[config.mk]
export PLATFORM = sky130hd
export DESIGN_NAME = uart_core
export DESIGN_NICKNAME = d
export VERILOG_FILES = /design/src/rtl/uart_core.sv
export SDC_FILE = /design/constraint.sdc
export NUM_CORES = 1
export LEC_CHECK = 0
export ABC_CLOCK_PERIOD_IN_PS = 5700
export CAP_MARGIN = 0
export CELL_PAD_IN_SITES_DETAIL_PLACEMENT = 0
export CELL_PAD_IN_SITES_GLOBAL_PLACEMENT = 2
export CORE_MARGIN = 2
export CORE_UTILIZATION = 36
export DETAILED_ROUTE_END_ITERATION = 10
export PLACE_DENSITY_LB_ADDON = 0.1
export SYNTH_ARGS = -nofsm -noshare
export SYNTH_HDL_FRONTEND = slang
export SYNTH_SLANG_ARGS = --single-unit
[constraint.sdc]
create_clock -name clk1 -period 5.7 [get_ports clk1]
set_input_delay 0.57 -clock clk1 [delete_from_list [all_inputs] [get_ports clk1]]
set_output_delay 0.57 -clock clk1 [all_outputs]
set_load 0.1 [all_outputs]
[src/rtl/uart_core.sv]
// Single-clock UART transceiver: baud-timed TX and a self-timed, mid-bit-sampling RX
// with configurable data length, runtime parity, stop-bit count and internal loopback.
`timescale 1ns/1ps
module uart_core #(
  parameter int DATA_LEN  = 8,
  parameter int CLK_DIV   = 16,
  parameter int STOP_BITS = 1
) (
  input  logic                clk1,
  input  logic                rst,
  input  logic [DATA_LEN-1:0] tx_data,
  input  logic                tx_valid,
  output logic                tx_ready,
  output logic                tx_done,
  output logic                txd,
  input  logic                rxd,
  input  logic                parity_en,
  input  logic                parity_type,
  input  logic                loopback,
  output logic [DATA_LEN-1:0] rx_data,
  output logic                rx_valid,
  output logic                parity_err,
  output logic                frame_err
);

  localparam int STOP_CYC = STOP_BITS * CLK_DIV;
  localparam int CNT_W    = $clog2(STOP_CYC) + 1;
  localparam int BIT_W    = $clog2(DATA_LEN) + 1;

  localparam logic [CNT_W-1:0] BIT_LAST  = CNT_W'(CLK_DIV - 1);
  localparam logic [CNT_W-1:0] HALF_LAST = CNT_W'(CLK_DIV / 2 - 1);
  localparam logic [CNT_W-1:0] STOP_LAST = CNT_W'(STOP_CYC - 1);
  localparam logic [CNT_W-1:0] CNT_ONE   = CNT_W'(1);
  localparam logic [BIT_W-1:0] DATA_LAST = BIT_W'(DATA_LEN - 1);
  localparam logic [BIT_W-1:0] BIT_ONE   = BIT_W'(1);

  typedef enum logic [2:0] {
    S_IDLE,
    S_START,
    S_DATA,
    S_PARITY,
    S_STOP
  } state_t;

  // ---------------------------------------------------------------- transmitter
  state_t              tx_state_reg, tx_state_next;
  logic [CNT_W-1:0]    tx_cnt_reg, tx_cnt_next;
  logic [BIT_W-1:0]    tx_bit_reg, tx_bit_next;
  logic [DATA_LEN-1:0] tx_shift_reg, tx_shift_next;
  logic                tx_par_en_reg, tx_par_en_next;
  logic                tx_par_reg, tx_par_next;
  logic                tx_line;

  always_ff @(posedge clk1) begin
    if (rst) begin
      tx_state_reg  <= S_IDLE;
      tx_cnt_reg    <= '0;
      tx_bit_reg    <= '0;
      tx_shift_reg  <= '0;
      tx_par_en_reg <= 1'b0;
      tx_par_reg    <= 1'b0;
    end else begin
      tx_state_reg  <= tx_state_next;
      tx_cnt_reg    <= tx_cnt_next;
      tx_bit_reg    <= tx_bit_next;
      tx_shift_reg  <= tx_shift_next;
      tx_par_en_reg <= tx_par_en_next;
      tx_par_reg    <= tx_par_next;
    end
  end

  always_comb begin
    tx_state_next  = tx_state_reg;
    tx_cnt_next    = tx_cnt_reg;
    tx_bit_next    = tx_bit_reg;
    tx_shift_next  = tx_shift_reg;
    tx_par_en_next = tx_par_en_reg;
    tx_par_next    = tx_par_reg;
    tx_line        = 1'b1;
    tx_ready       = 1'b0;
    tx_done        = 1'b0;
    case (tx_state_reg)
      S_IDLE: begin
        tx_ready = 1'b1;
        if (tx_valid) begin
          // Parity is computed once here so mid-frame config changes are ignored.
          tx_state_next  = S_START;
          tx_cnt_next    = '0;
          tx_shift_next  = tx_data;
          tx_par_en_next = parity_en;
          tx_par_next    = (^tx_data) ^ parity_type;
        end
      end
      S_START: begin
        tx_line = 1'b0;
        if (tx_cnt_reg == BIT_LAST) begin
          tx_state_next = S_DATA;
          tx_cnt_next   = '0;
          tx_bit_next   = '0;
        end else begin
          tx_cnt_next = tx_cnt_reg + CNT_ONE;
        end
      end
      S_DATA: begin
        tx_line = tx_shift_reg[0];
        if (tx_cnt_reg == BIT_LAST) begin
          tx_cnt_next   = '0;
          tx_shift_next = {1'b0, tx_shift_reg[DATA_LEN-1:1]};
          if (tx_bit_reg == DATA_LAST) begin
            tx_state_next = tx_par_en_reg ? S_PARITY : S_STOP;
          end else begin
            tx_bit_next = tx_bit_reg + BIT_ONE;
          end
        end else begin
          tx_cnt_next = tx_cnt_reg + CNT_ONE;
        end
      end
      S_PARITY: begin
        tx_line = tx_par_reg;
        if (tx_cnt_reg == BIT_LAST) begin
          tx_state_next = S_STOP;
          tx_cnt_next   = '0;
        end else begin
          tx_cnt_next = tx_cnt_reg + CNT_ONE;
        end
      end
      S_STOP: begin
        if (tx_cnt_reg == STOP_LAST) begin
          tx_done       = 1'b1;
          tx_state_next = S_IDLE;
          tx_cnt_next   = '0;
        end else begin
          tx_cnt_next = tx_cnt_reg + CNT_ONE;
        end
      end
      default: tx_state_next = S_IDLE;
    endcase
  end

  assign txd = loopback ? 1'b1 : tx_line;

  // ------------------------------------------------------------------- receiver
  logic sync1_reg, sync2_reg;
  logic rx_prev_reg;
  logic rx_line;

  always_ff @(posedge clk1) begin
    if (rst) begin
      sync1_reg   <= 1'b1;
      sync2_reg   <= 1'b1;
      rx_prev_reg <= 1'b1;
    end else begin
      sync1_reg   <= rxd;
      sync2_reg   <= sync1_reg;
      rx_prev_reg <= rx_line;
    end
  end

  // Loopback taps the internal TX line directly; it is already in this clock domain.
  assign rx_line = loopback ? tx_line : sync2_reg;

  state_t              rx_state_reg, rx_state_next;
  logic [CNT_W-1:0]    rx_cnt_reg, rx_cnt_next;
  logic [BIT_W-1:0]    rx_bit_reg, rx_bit_next;
  logic [DATA_LEN-1:0] rx_shift_reg, rx_shift_next;
  logic                rx_par_en_reg, rx_par_en_next;
  logic                rx_par_type_reg, rx_par_type_next;
  logic                rx_par_bit_reg, rx_par_bit_next;
  logic [DATA_LEN-1:0] rx_data_reg, rx_data_next;
  logic                rx_valid_reg, rx_valid_next;
  logic                parity_err_reg, parity_err_next;
  logic                frame_err_reg, frame_err_next;

  always_ff @(posedge clk1) begin
    if (rst) begin
      rx_state_reg    <= S_IDLE;
      rx_cnt_reg      <= '0;
      rx_bit_reg      <= '0;
      rx_shift_reg    <= '0;
      rx_par_en_reg   <= 1'b0;
      rx_par_type_reg <= 1'b0;
      rx_par_bit_reg  <= 1'b0;
      rx_data_reg     <= '0;
      rx_valid_reg    <= 1'b0;
      parity_err_reg  <= 1'b0;
      frame_err_reg   <= 1'b0;
    end else begin
      rx_state_reg    <= rx_state_next;
      rx_cnt_reg      <= rx_cnt_next;
      rx_bit_reg      <= rx_bit_next;
      rx_shift_reg    <= rx_shift_next;
      rx_par_en_reg   <= rx_par_en_next;
      rx_par_type_reg <= rx_par_type_next;
      rx_par_bit_reg  <= rx_par_bit_next;
      rx_data_reg     <= rx_data_next;
      rx_valid_reg    <= rx_valid_next;
      parity_err_reg  <= parity_err_next;
      frame_err_reg   <= frame_err_next;
    end
  end

  always_comb begin
    rx_state_next    = rx_state_reg;
    rx_cnt_next      = rx_cnt_reg;
    rx_bit_next      = rx_bit_reg;
    rx_shift_next    = rx_shift_reg;
    rx_par_en_next   = rx_par_en_reg;
    rx_par_type_next = rx_par_type_reg;
    rx_par_bit_next  = rx_par_bit_reg;
    rx_data_next     = rx_data_reg;
    rx_valid_next    = 1'b0;
    parity_err_next  = parity_err_reg;
    frame_err_next   = frame_err_reg;
    case (rx_state_reg)
      S_IDLE: begin
        // A start needs a high-to-low transition, so a line stuck low after a
        // framing error cannot re-trigger until it has been seen high again.
        if (rx_prev_reg && !rx_line) begin
          rx_state_next    = S_START;
          rx_cnt_next      = '0;
          rx_par_en_next   = parity_en;
          rx_par_type_next = parity_type;
        end
      end
      S_START: begin
        if (rx_cnt_reg == HALF_LAST) begin
          rx_cnt_next   = '0;
          rx_bit_next   = '0;
          rx_state_next = rx_line ? S_IDLE : S_DATA;
        end else begin
          rx_cnt_next = rx_cnt_reg + CNT_ONE;
        end
      end
      S_DATA: begin
        if (rx_cnt_reg == BIT_LAST) begin
          rx_cnt_next   = '0;
          rx_shift_next = {rx_line, rx_shift_reg[DATA_LEN-1:1]};
          if (rx_bit_reg == DATA_LAST) begin
            rx_state_next = rx_par_en_reg ? S_PARITY : S_STOP;
          end else begin
            rx_bit_next = rx_bit_reg + BIT_ONE;
          end
        end else begin
          rx_cnt_next = rx_cnt_reg + CNT_ONE;
        end
      end
      S_PARITY: begin
        if (rx_cnt_reg == BIT_LAST) begin
          rx_cnt_next     = '0;
          rx_par_bit_next = rx_line;
          rx_state_next   = S_STOP;
        end else begin
          rx_cnt_next = rx_cnt_reg + CNT_ONE;
        end
      end
      S_STOP: begin
        if (rx_cnt_reg == BIT_LAST) begin
          rx_cnt_next     = '0;
          rx_state_next   = S_IDLE;
          rx_valid_next   = 1'b1;
          rx_data_next    = rx_shift_reg;
          frame_err_next  = ~rx_line;
          parity_err_next = rx_par_en_reg &&
                            (rx_par_bit_reg != ((^rx_shift_reg) ^ rx_par_type_reg));
        end else begin
          rx_cnt_next = rx_cnt_reg + CNT_ONE;
        end
      end
      default: rx_state_next = S_IDLE;
    endcase
  end

  assign rx_data    = rx_data_reg;
  assign rx_valid   = rx_valid_reg;
  assign parity_err = parity_err_reg;
  assign frame_err  = frame_err_reg;

endmodule

==> results of run 1 <==
==> logic make-up after synthesis <==
group / synth area share [%]
fa+ha+maj: 2.57
compound gates: 18.2
simple gates: 26.6
xor+xnor: 6.04
mux: 2.06
buf+inv: 4.07
flops: 40.4
==> path summary, 6_finish.rpt <==
check | endpoint | slack (ns) | cells past startpoint
worst max-delay path | txd | 2.22 | 4
worst max register to register | tx_bit_reg[2] | 3.34 | 5
worst min register to register | sync2_reg | 0.43 | 1
worst min-delay path | sync2_reg | 0.43 | 1
==> per-layer routing <==
layer	wire length (µm)	vias up
met5	0	-
met4	110	0
met3	177	9
met2	3010	29
met1	3290	1168
li1	-	1301
==> synthesized netlist by cell type (all sizes together) <==
cell type  instances
clkbuf            15
nor2              26
o21a               1
xnor3              2
or3                3
a211oi             3
nand4bb            1
nand2             58
or2                4
and4b              1
nor3              10
inv                8
nand3             24
or3b               3
nand3b             4
mux2i              6
nand4              4
xnor2             13
o211ai             4
dfxtp             59
nand2b             4
o211a              1
a211o              1
ha                 6
a2bb2oi            1
a22oi              3
nor2b              5
a21bo              2
o31ai              2
a21oi             40
and3               5
nand4b             1
o21ai              9
and2               3
a31o               1
a31oi              3
a41oi              1
o41ai              1
a311oi             8
buf                5
o2111a             1
nor3b              3
xor2               2
==> critical path, cell delays in order (launching register included) <==
cell and delay [ns]:
dfxtp_1 0.72, or3b_1 0.40, a21oi_1 0.38, nand2_1 0.10, clkdlybuf4s50_1 0.98
==> through the flow <==
stage	setup slack [ns]	instance area [µm²]	power, µW
6_report	2.22	3460	1020
3_5_place_dp	2.57	3240	609
3_3_place_gp	2.62	3240	610
2_1_floorplan	2.33	2920	571
5_1_grt	2.08	3460	1070
4_1_cts	2.21	3460	1040
==> cell type report <==
cell class	instances	area, µm²	share of cell area (%)
clock buffer	11	141	4.09
clock inverter	4	75.1	2.17
inverter	8	30.0	0.868
multi-input combinational	270	1620	46.9
sequential	59	1180	34.2
tap	102	128	3.69
timing repair buffer	29	283	8.18
==> power by group through the flow <==
stage	registers (µW)	clock network [µW]	logic, µW
4_1_cts	450	435	150
3_5_place_dp	459	0	150
2_1_floorplan	448	0	123
3_3_place_gp	459	0	151
5_1_grt	453	454	166
6_report	450	422	148
==> results.cfg, run 1 <==
[sta]
max_slew.worst_pin.slew_ns = 0.975
tns_ns = 0
fmax_ghz = 0.287
skew_ns = 0.00831
rsz0062_at_grt = no
hold_viol_final = 0
finalSetupViolCount = 0
slew_viol_final = 0
holdWs_ns = 0.427
period_needed_ns = 3.48
min_period_over_period_pct = 61.1
relSlewSlack_pct = 34.8

[grt]
use_met1_pct = 22.2
grt_util_all_layers_pct = 16.5
use_met2_pct = 25.5
overflow = 0
grt-busiest-layer = met2
grt_pass1_vias = 2426
grt_pass1_wl_mm = 11.5
antenna_found_initial = 0
grt_max_degree = 60
use_met3_pct = 4.17

[floorplan]
core_mm2 = 0.00781
dieHeight_um = 94.1
fp.dieW_um = 94.1
start_util_pct = 37.4
io_pins = 29
rows = 32
dieArea_mm2 = 0.00885

[clocking]
hold_buffers = 0
insertion_delay_ns = 0.34
path_clk_slew_ns = 0.07
cts_buffers = 9
max-clock-path-buffers = 2
postCtsResizedCells = 0
cts-root-buf = clkbuf_8
h-tree-depth = 3
tritoncts = yes
cts.sinks = 59
cts_setup_buffers = 0

[setup_path]
crit_fanout = 20
r2r-start = tx_state_reg[1]
cp-startpoint = tx_state_reg[1]
cp.required_ns = 5.13
critPathKind = flop to output pin
start_kind = flop
critPathArrivalTime_ns = 2.91
worst_setup_path_end_kind = output pin

[place]
io_buffers = 28
gp_congestion = 0.810
dp.cells = 468
dpl.hpwl_mm = 4.59

[worst_hold_path]
hold_start = sync1_reg
hp-class = flop to flop

[synth]
syn_nets = 378
synth.area.top_cells = dfxtp_1, nand2_1, a21oi_1
synth-seq-area-share_pct = 40.4
ys_types = 49
yosysTopAreaCell = dfxtp_1
netlist_area_mm2 = 0.00292
synth_top_area_share_pct = 40.4
synthCells = 357
avgSynthCellArea_um2 = 8.18
yosys_warnings = 0
ys_seq_elements = 59

[finish]
fillers = 814
final_cell_mix = dfxtp_1, nand2_1, a21oi_1, clkdlybuf4s50_1, nor2_1
drive_gt1_share_pct = 6.82
area_delta_synth_final_pct = 18.4
mostFrequentLayoutCell = dfxtp_1
layout.nets = 398
layout.cells.non_filler = 483
insertedDiodeCount = 0
final_core_util_pct = 44.3

[power_and_ir_drop]
combPwrFrac_pct = 14.6
peakVddDrop_mv = 0.125
power.share.sequential_pct = 44.1
swShare_pct = 27.0
p_switching_uw = 276
p_leak_uw = 0.00123
p_int_uw = 744
p_per_area_mw_per_mm2 = 295
p_clk_share_pct = 41.3

[detailed_routing]
vias = 2507
routed_wl_mm = 6.59
drcViolationCount = 0
drt-initial-drc-count = 77
post_drt_wl_per_cell_um = 13.6
avgViaCountPerCell = 5.19
firstDrtPassIters = 4
ant_nets = 0

[outcome]
status = complete, no violations

[flow_run]
drv_cap = 0
Power figures use the tool's default switching activity.
==> inputs of run 2 (changes only) <==
Settings changed: ABC_CLOCK_PERIOD_IN_PS 5700 to 3300, CORE_UTILIZATION 36 to 34.
Clock period 5.7 ns to 3.3 ns, I/O delays scaled along.
==> results.cfg, run 2 (synthesis results as in run 1) <==
[worst_hold_path]
hp-class = flop to flop

[power_and_ir_drop]
p_per_area_mw_per_mm2 = 498
power.share.sequential_pct = 45.3
p_switching_uw = 501
p_leak_uw = 0.00124
p_int_uw = 1220
swShare_pct = 29.2
combPwrFrac_pct = 15.0
peakVddDrop_mv = 0.258
p_clk_share_pct = 39.7
p_total_uw = 1720

[detailed_routing]
vias = 2505
routed_wl_mm = 6.70
post_drt_wl_per_cell_um = 13.8
drcViolationCount = 0
avgViaCountPerCell = 5.14
drt-initial-drc-count = 80
firstDrtPassIters = 4
ant_nets = 0

[grt]
overflow = 0
grt_pass1_wl_mm = 11.7
grt_max_degree = 46
grt_pass1_vias = 2421
grt_util_all_layers_pct = 15.0
antenna_found_initial = 0

[clocking]
cts_buffers = 9
path_clk_slew_ns = 0.07
hold_buffers = 0
cts_setup_buffers = 0
cts.sinks = 59
postCtsResizedCells = 0
cts-root-buf = clkbuf_8
tritoncts = yes
insertion_delay_ns = 0.33
max-clock-path-buffers = 2
h-tree-depth = 3

[setup_path]
critPathKind = flop to output pin
cp.required_ns = 2.97
critPathArrivalTime_ns = 2.19
worst_setup_path_end_kind = output pin
start_kind = flop
crit_fanout = 20

[finish]
drive_gt1_share_pct = 8.12
mostFrequentLayoutCell = dfxtp_1
layout.cells.non_filler = 487
final_core_util_pct = 41.7
area_delta_synth_final_pct = 18.0
final_cell_mix = dfxtp_1, nand2_1, a21oi_1, nor2_1
layout.nets = 398
insertedDiodeCount = 0

[sta]
tns_ns = 0
hold_viol_final = 0
slew_viol_final = 0
fmax_ghz = 0.397
min_period_over_period_pct = 76.4
skew_ns = 0.00924
max_slew.worst_pin.slew_ns = 0.974
period_needed_ns = 2.52
relSlewSlack_pct = 34.9
rsz0062_at_grt = no
finalSetupViolCount = 0

[floorplan]
io_pins = 29
start_util_pct = 35.4
dieArea_mm2 = 0.00935
rows = 33
core_mm2 = 0.00826
fp.dieW_um = 96.7
dieHeight_um = 96.7

[flow_run]
drv_cap = 0

[place]
dpl.hpwl_mm = 4.67
io_buffers = 28
dp.cells = 471
gp_congestion = 0.746

[outcome]
status = complete, no violations
==> run 2: cell count changes in the layout (fill, tap and decap cells not counted), sizes merged <==
cell / change
buf: +3
clkdlybuf4s50: -3
clkinv: +3
clkinvlp: -2
bufinv: -1
inv: +1
==> run 2: layout make-up <==
class	instances	area, µm²
multi-input cells	270	1630
repair buffers	29	275
flip-flops and latches	59	1180
clock buffers	11	141
inverters	8	30.0
fillers	857	4810
clock inverters	5	61.3
well taps	105	131
==> run 2: final timing paths <==
kind / from / end / slack [ns] / cells after the start
worst max register to register: tx_state_reg[1] / tx_bit_reg[2] / 1.03 / 5
worst max-delay path: tx_state_reg[1] / txd / 0.78 / 4
worst min-delay path: sync1_reg / sync2_reg / 0.43 / 1
worst min register to register: sync1_reg / sync2_reg / 0.43 / 1
==> run 2: per-layer routing <==
| metal | global-route usage [%] | wire length (µm) | vias up |
|---|---|---|---|
| met5 | 0 | 0 | - |
| met4 | 3.58 | 68 | 0 |
| met3 | 4.48 | 166 | 6 |
| met2 | 22.3 | 2980 | 24 |
| met1 | 21.4 | 3480 | 1177 |
| li1 | - | - | 1298 |
==> run 2: worst max-delay path, stage by stage, from the launching register on <==
cell and delay (ns):
dfxtp_1 0.74, or3b_1 0.41, a21oi_1 0.33, nand2_1 0.13
buf_4 0.25
==> run 2: power groups by stage <==
stage          logic (µW)  clock network (µW)  registers, µW
4_1_cts               259                 708            778
3_5_place_dp          259                   0            795
5_1_grt               287                 737            785
2_1_floorplan         213                   0            774
6_report              257                 681            778
3_3_place_gp          259                   0            795
==> run 2: stage by stage <==
step / area, µm² / setup slack [ns] / hold slack (ns)
global placement: 3240 / 1.04 / 0.402
global route: 3450 / 0.595 / 0.464
detailed placement: 3240 / 1.02 / 0.405
finish: 3450 / 0.779 / 0.430
CTS: 3450 / 0.758 / 0.438
floorplan: 2930 / 0.859 / 0.389
==> inputs of run 3 (changes only) <==
Settings changed: ABC_CLOCK_PERIOD_IN_PS 3300 to 2600.
Clock period 3.3 ns to 2.6 ns, I/O delays scaled along.
==> results.cfg, run 3 (synthesis results as in run 1) <==
[power_and_ir_drop]
p_clk_share_pct = 43.5
p_switching_uw = 610
peakVddDrop_mv = 0.472
p_leak_uw = 0.00130
combPwrFrac_pct = 15.0
p_per_area_mw_per_mm2 = 672
p_int_uw = 1740
swShare_pct = 25.9
power.share.sequential_pct = 41.5

[sta]
finalSetupViolCount = 0
relSlewSlack_pct = 57.5
holdWs_ns = 0.260
fmax_ghz = 0.443
min_period_over_period_pct = 86.8
rsz0062_at_grt = no
period_needed_ns = 2.26
tns_ns = 0
skew_ns = 0.00707
max_slew.worst_pin.slew_ns = 0.637
hold_viol_final = 0
slew_viol_final = 0

[clocking]
h-tree-depth = 3
max-clock-path-buffers = 2
path_clk_slew_ns = 0.07
cts_setup_buffers = 0
hold_buffers = 0
tritoncts = yes
cts_buffers = 9
cts-root-buf = clkbuf_8
insertion_delay_ns = 0.34
cts.sinks = 59
postCtsResizedCells = 0

[floorplan]
dieArea_mm2 = 0.00935
fp.dieW_um = 96.7
core_mm2 = 0.00826
rows = 33
io_pins = 29
dieHeight_um = 96.7
start_util_pct = 35.4

[setup_path]
critPathArrivalTime_ns = 2.45
cp_top_family = simple AND/OR/NAND/NOR gates
crit_chain = ha_1 > nand3_1 > inv_1 > ha_1 > nor2b_1 > a31oi_1 > nor3_1 > mux2i_1 > nor2_1
path_common_cell = ha_1
crit_fanout = 8
start_kind = flop
worst_setup_path_end_kind = flop
critPathKind = flop to flop
critPathMaxStageDelay_ns = 0.47
reg2reg_setup_slack_ns = 0.34
cp.required_ns = 2.80
cp_slowest_cell = nor3_1
worst-path-buf-inv = 1

[place]
dpl_cell_area_mm2 = 0.00326
gp_congestion = 0.743
dp.cells = 475
io_buffers = 28
dpl.hpwl_mm = 4.59

[detailed_routing]
firstDrtPassIters = 4
vias = 2499
drt-initial-drc-count = 75
routed_wl_mm = 6.64
post_drt_wl_per_cell_um = 13.6
ant_nets = 0
drcViolationCount = 0
avgViaCountPerCell = 5.10

[grt]
grt_max_degree = 59
overflow = 0
antenna_found_initial = 0
grt_pass1_vias = 2342
grt_pass1_wl_mm = 11.4
grt_util_all_layers_pct = 14.8

[finish]
fin_area_mm2 = 0.00350
final_core_util_pct = 42.4
fillers = 862
layout.cells.non_filler = 490
insertedDiodeCount = 0
area_delta_synth_final_pct = 19.8
layout.nets = 402
mostFrequentLayoutCell = dfxtp_1
final_cell_mix = dfxtp_1, nand2_1, a21oi_1, nor2_1, nand3_1
drive_gt1_share_pct = 11.7

[flow_run]
drv_cap = 0

[worst_hold_path]
hp-class = input pin to flop

[outcome]
status = complete, no violations
-- run 3: changes by cell type in the layout (fill, tap and decap cells not counted) --
cell	change
clkinv_2	-1
clkdlybuf4s50_1	-11
bufinv_16	+2
buf_12	+1
clkinv_4	-1
buf_4	+14
inv_6	-1
-- run 3: power by group through the flow --
stage	registers, µW	logic [µW]	clock network, µW
floorplan	982	271	0
global placement	996	355	0
detailed placement	996	355	0
CTS	976	356	1060
global route	983	392	1100
finish	976	353	1020
-- run 3: through the flow --
stage          setup WS (ns)  power [µW]
4_1_cts                0.349        2390
3_3_place_gp           0.428        1350
2_1_floorplan          0.159        1250
3_5_place_dp           0.381        1350
6_report               0.344        2350
5_1_grt               0.0154        2470
-- run 3: worst min-delay path, stage by stage --
cell	delay, ns
buf_2	0.09
inv_1	0.08
o2111a_1	0.12
-- run 3: layout make-up --
type | count | area (µm²) | area share [%]
multi-input combinational | 270 | 1630 | 46.5
sequential | 59 | 1180 | 33.8
timing repair buffer | 33 | 290 | 8.30
clock buffer | 11 | 141 | 4.04
tap | 105 | 131 | 3.76
clock inverter | 4 | 98.8 | 2.83
inverter | 8 | 30.0 | 0.858
-- run 3: routing by layer --
layer	vias to the layer above	global-route usage, %	share of wire, %
met5	-	0	0
met4	0	5.20	1.2
met3	8	3.83	3.2
met2	34	21.0	43
met1	1144	21.5	53
li1	1313	-	-
-- run 3: final timing paths --
path	startpoint	end	cells after the start
worst max-delay path	rx_cnt_reg[0]	rx_bit_reg[0]	9
worst min-delay path	rst	tx_cnt_reg[4]	3
worst max register to register	rx_cnt_reg[0]	rx_bit_reg[0]	9
worst min register to register	sync1_reg	sync2_reg	1
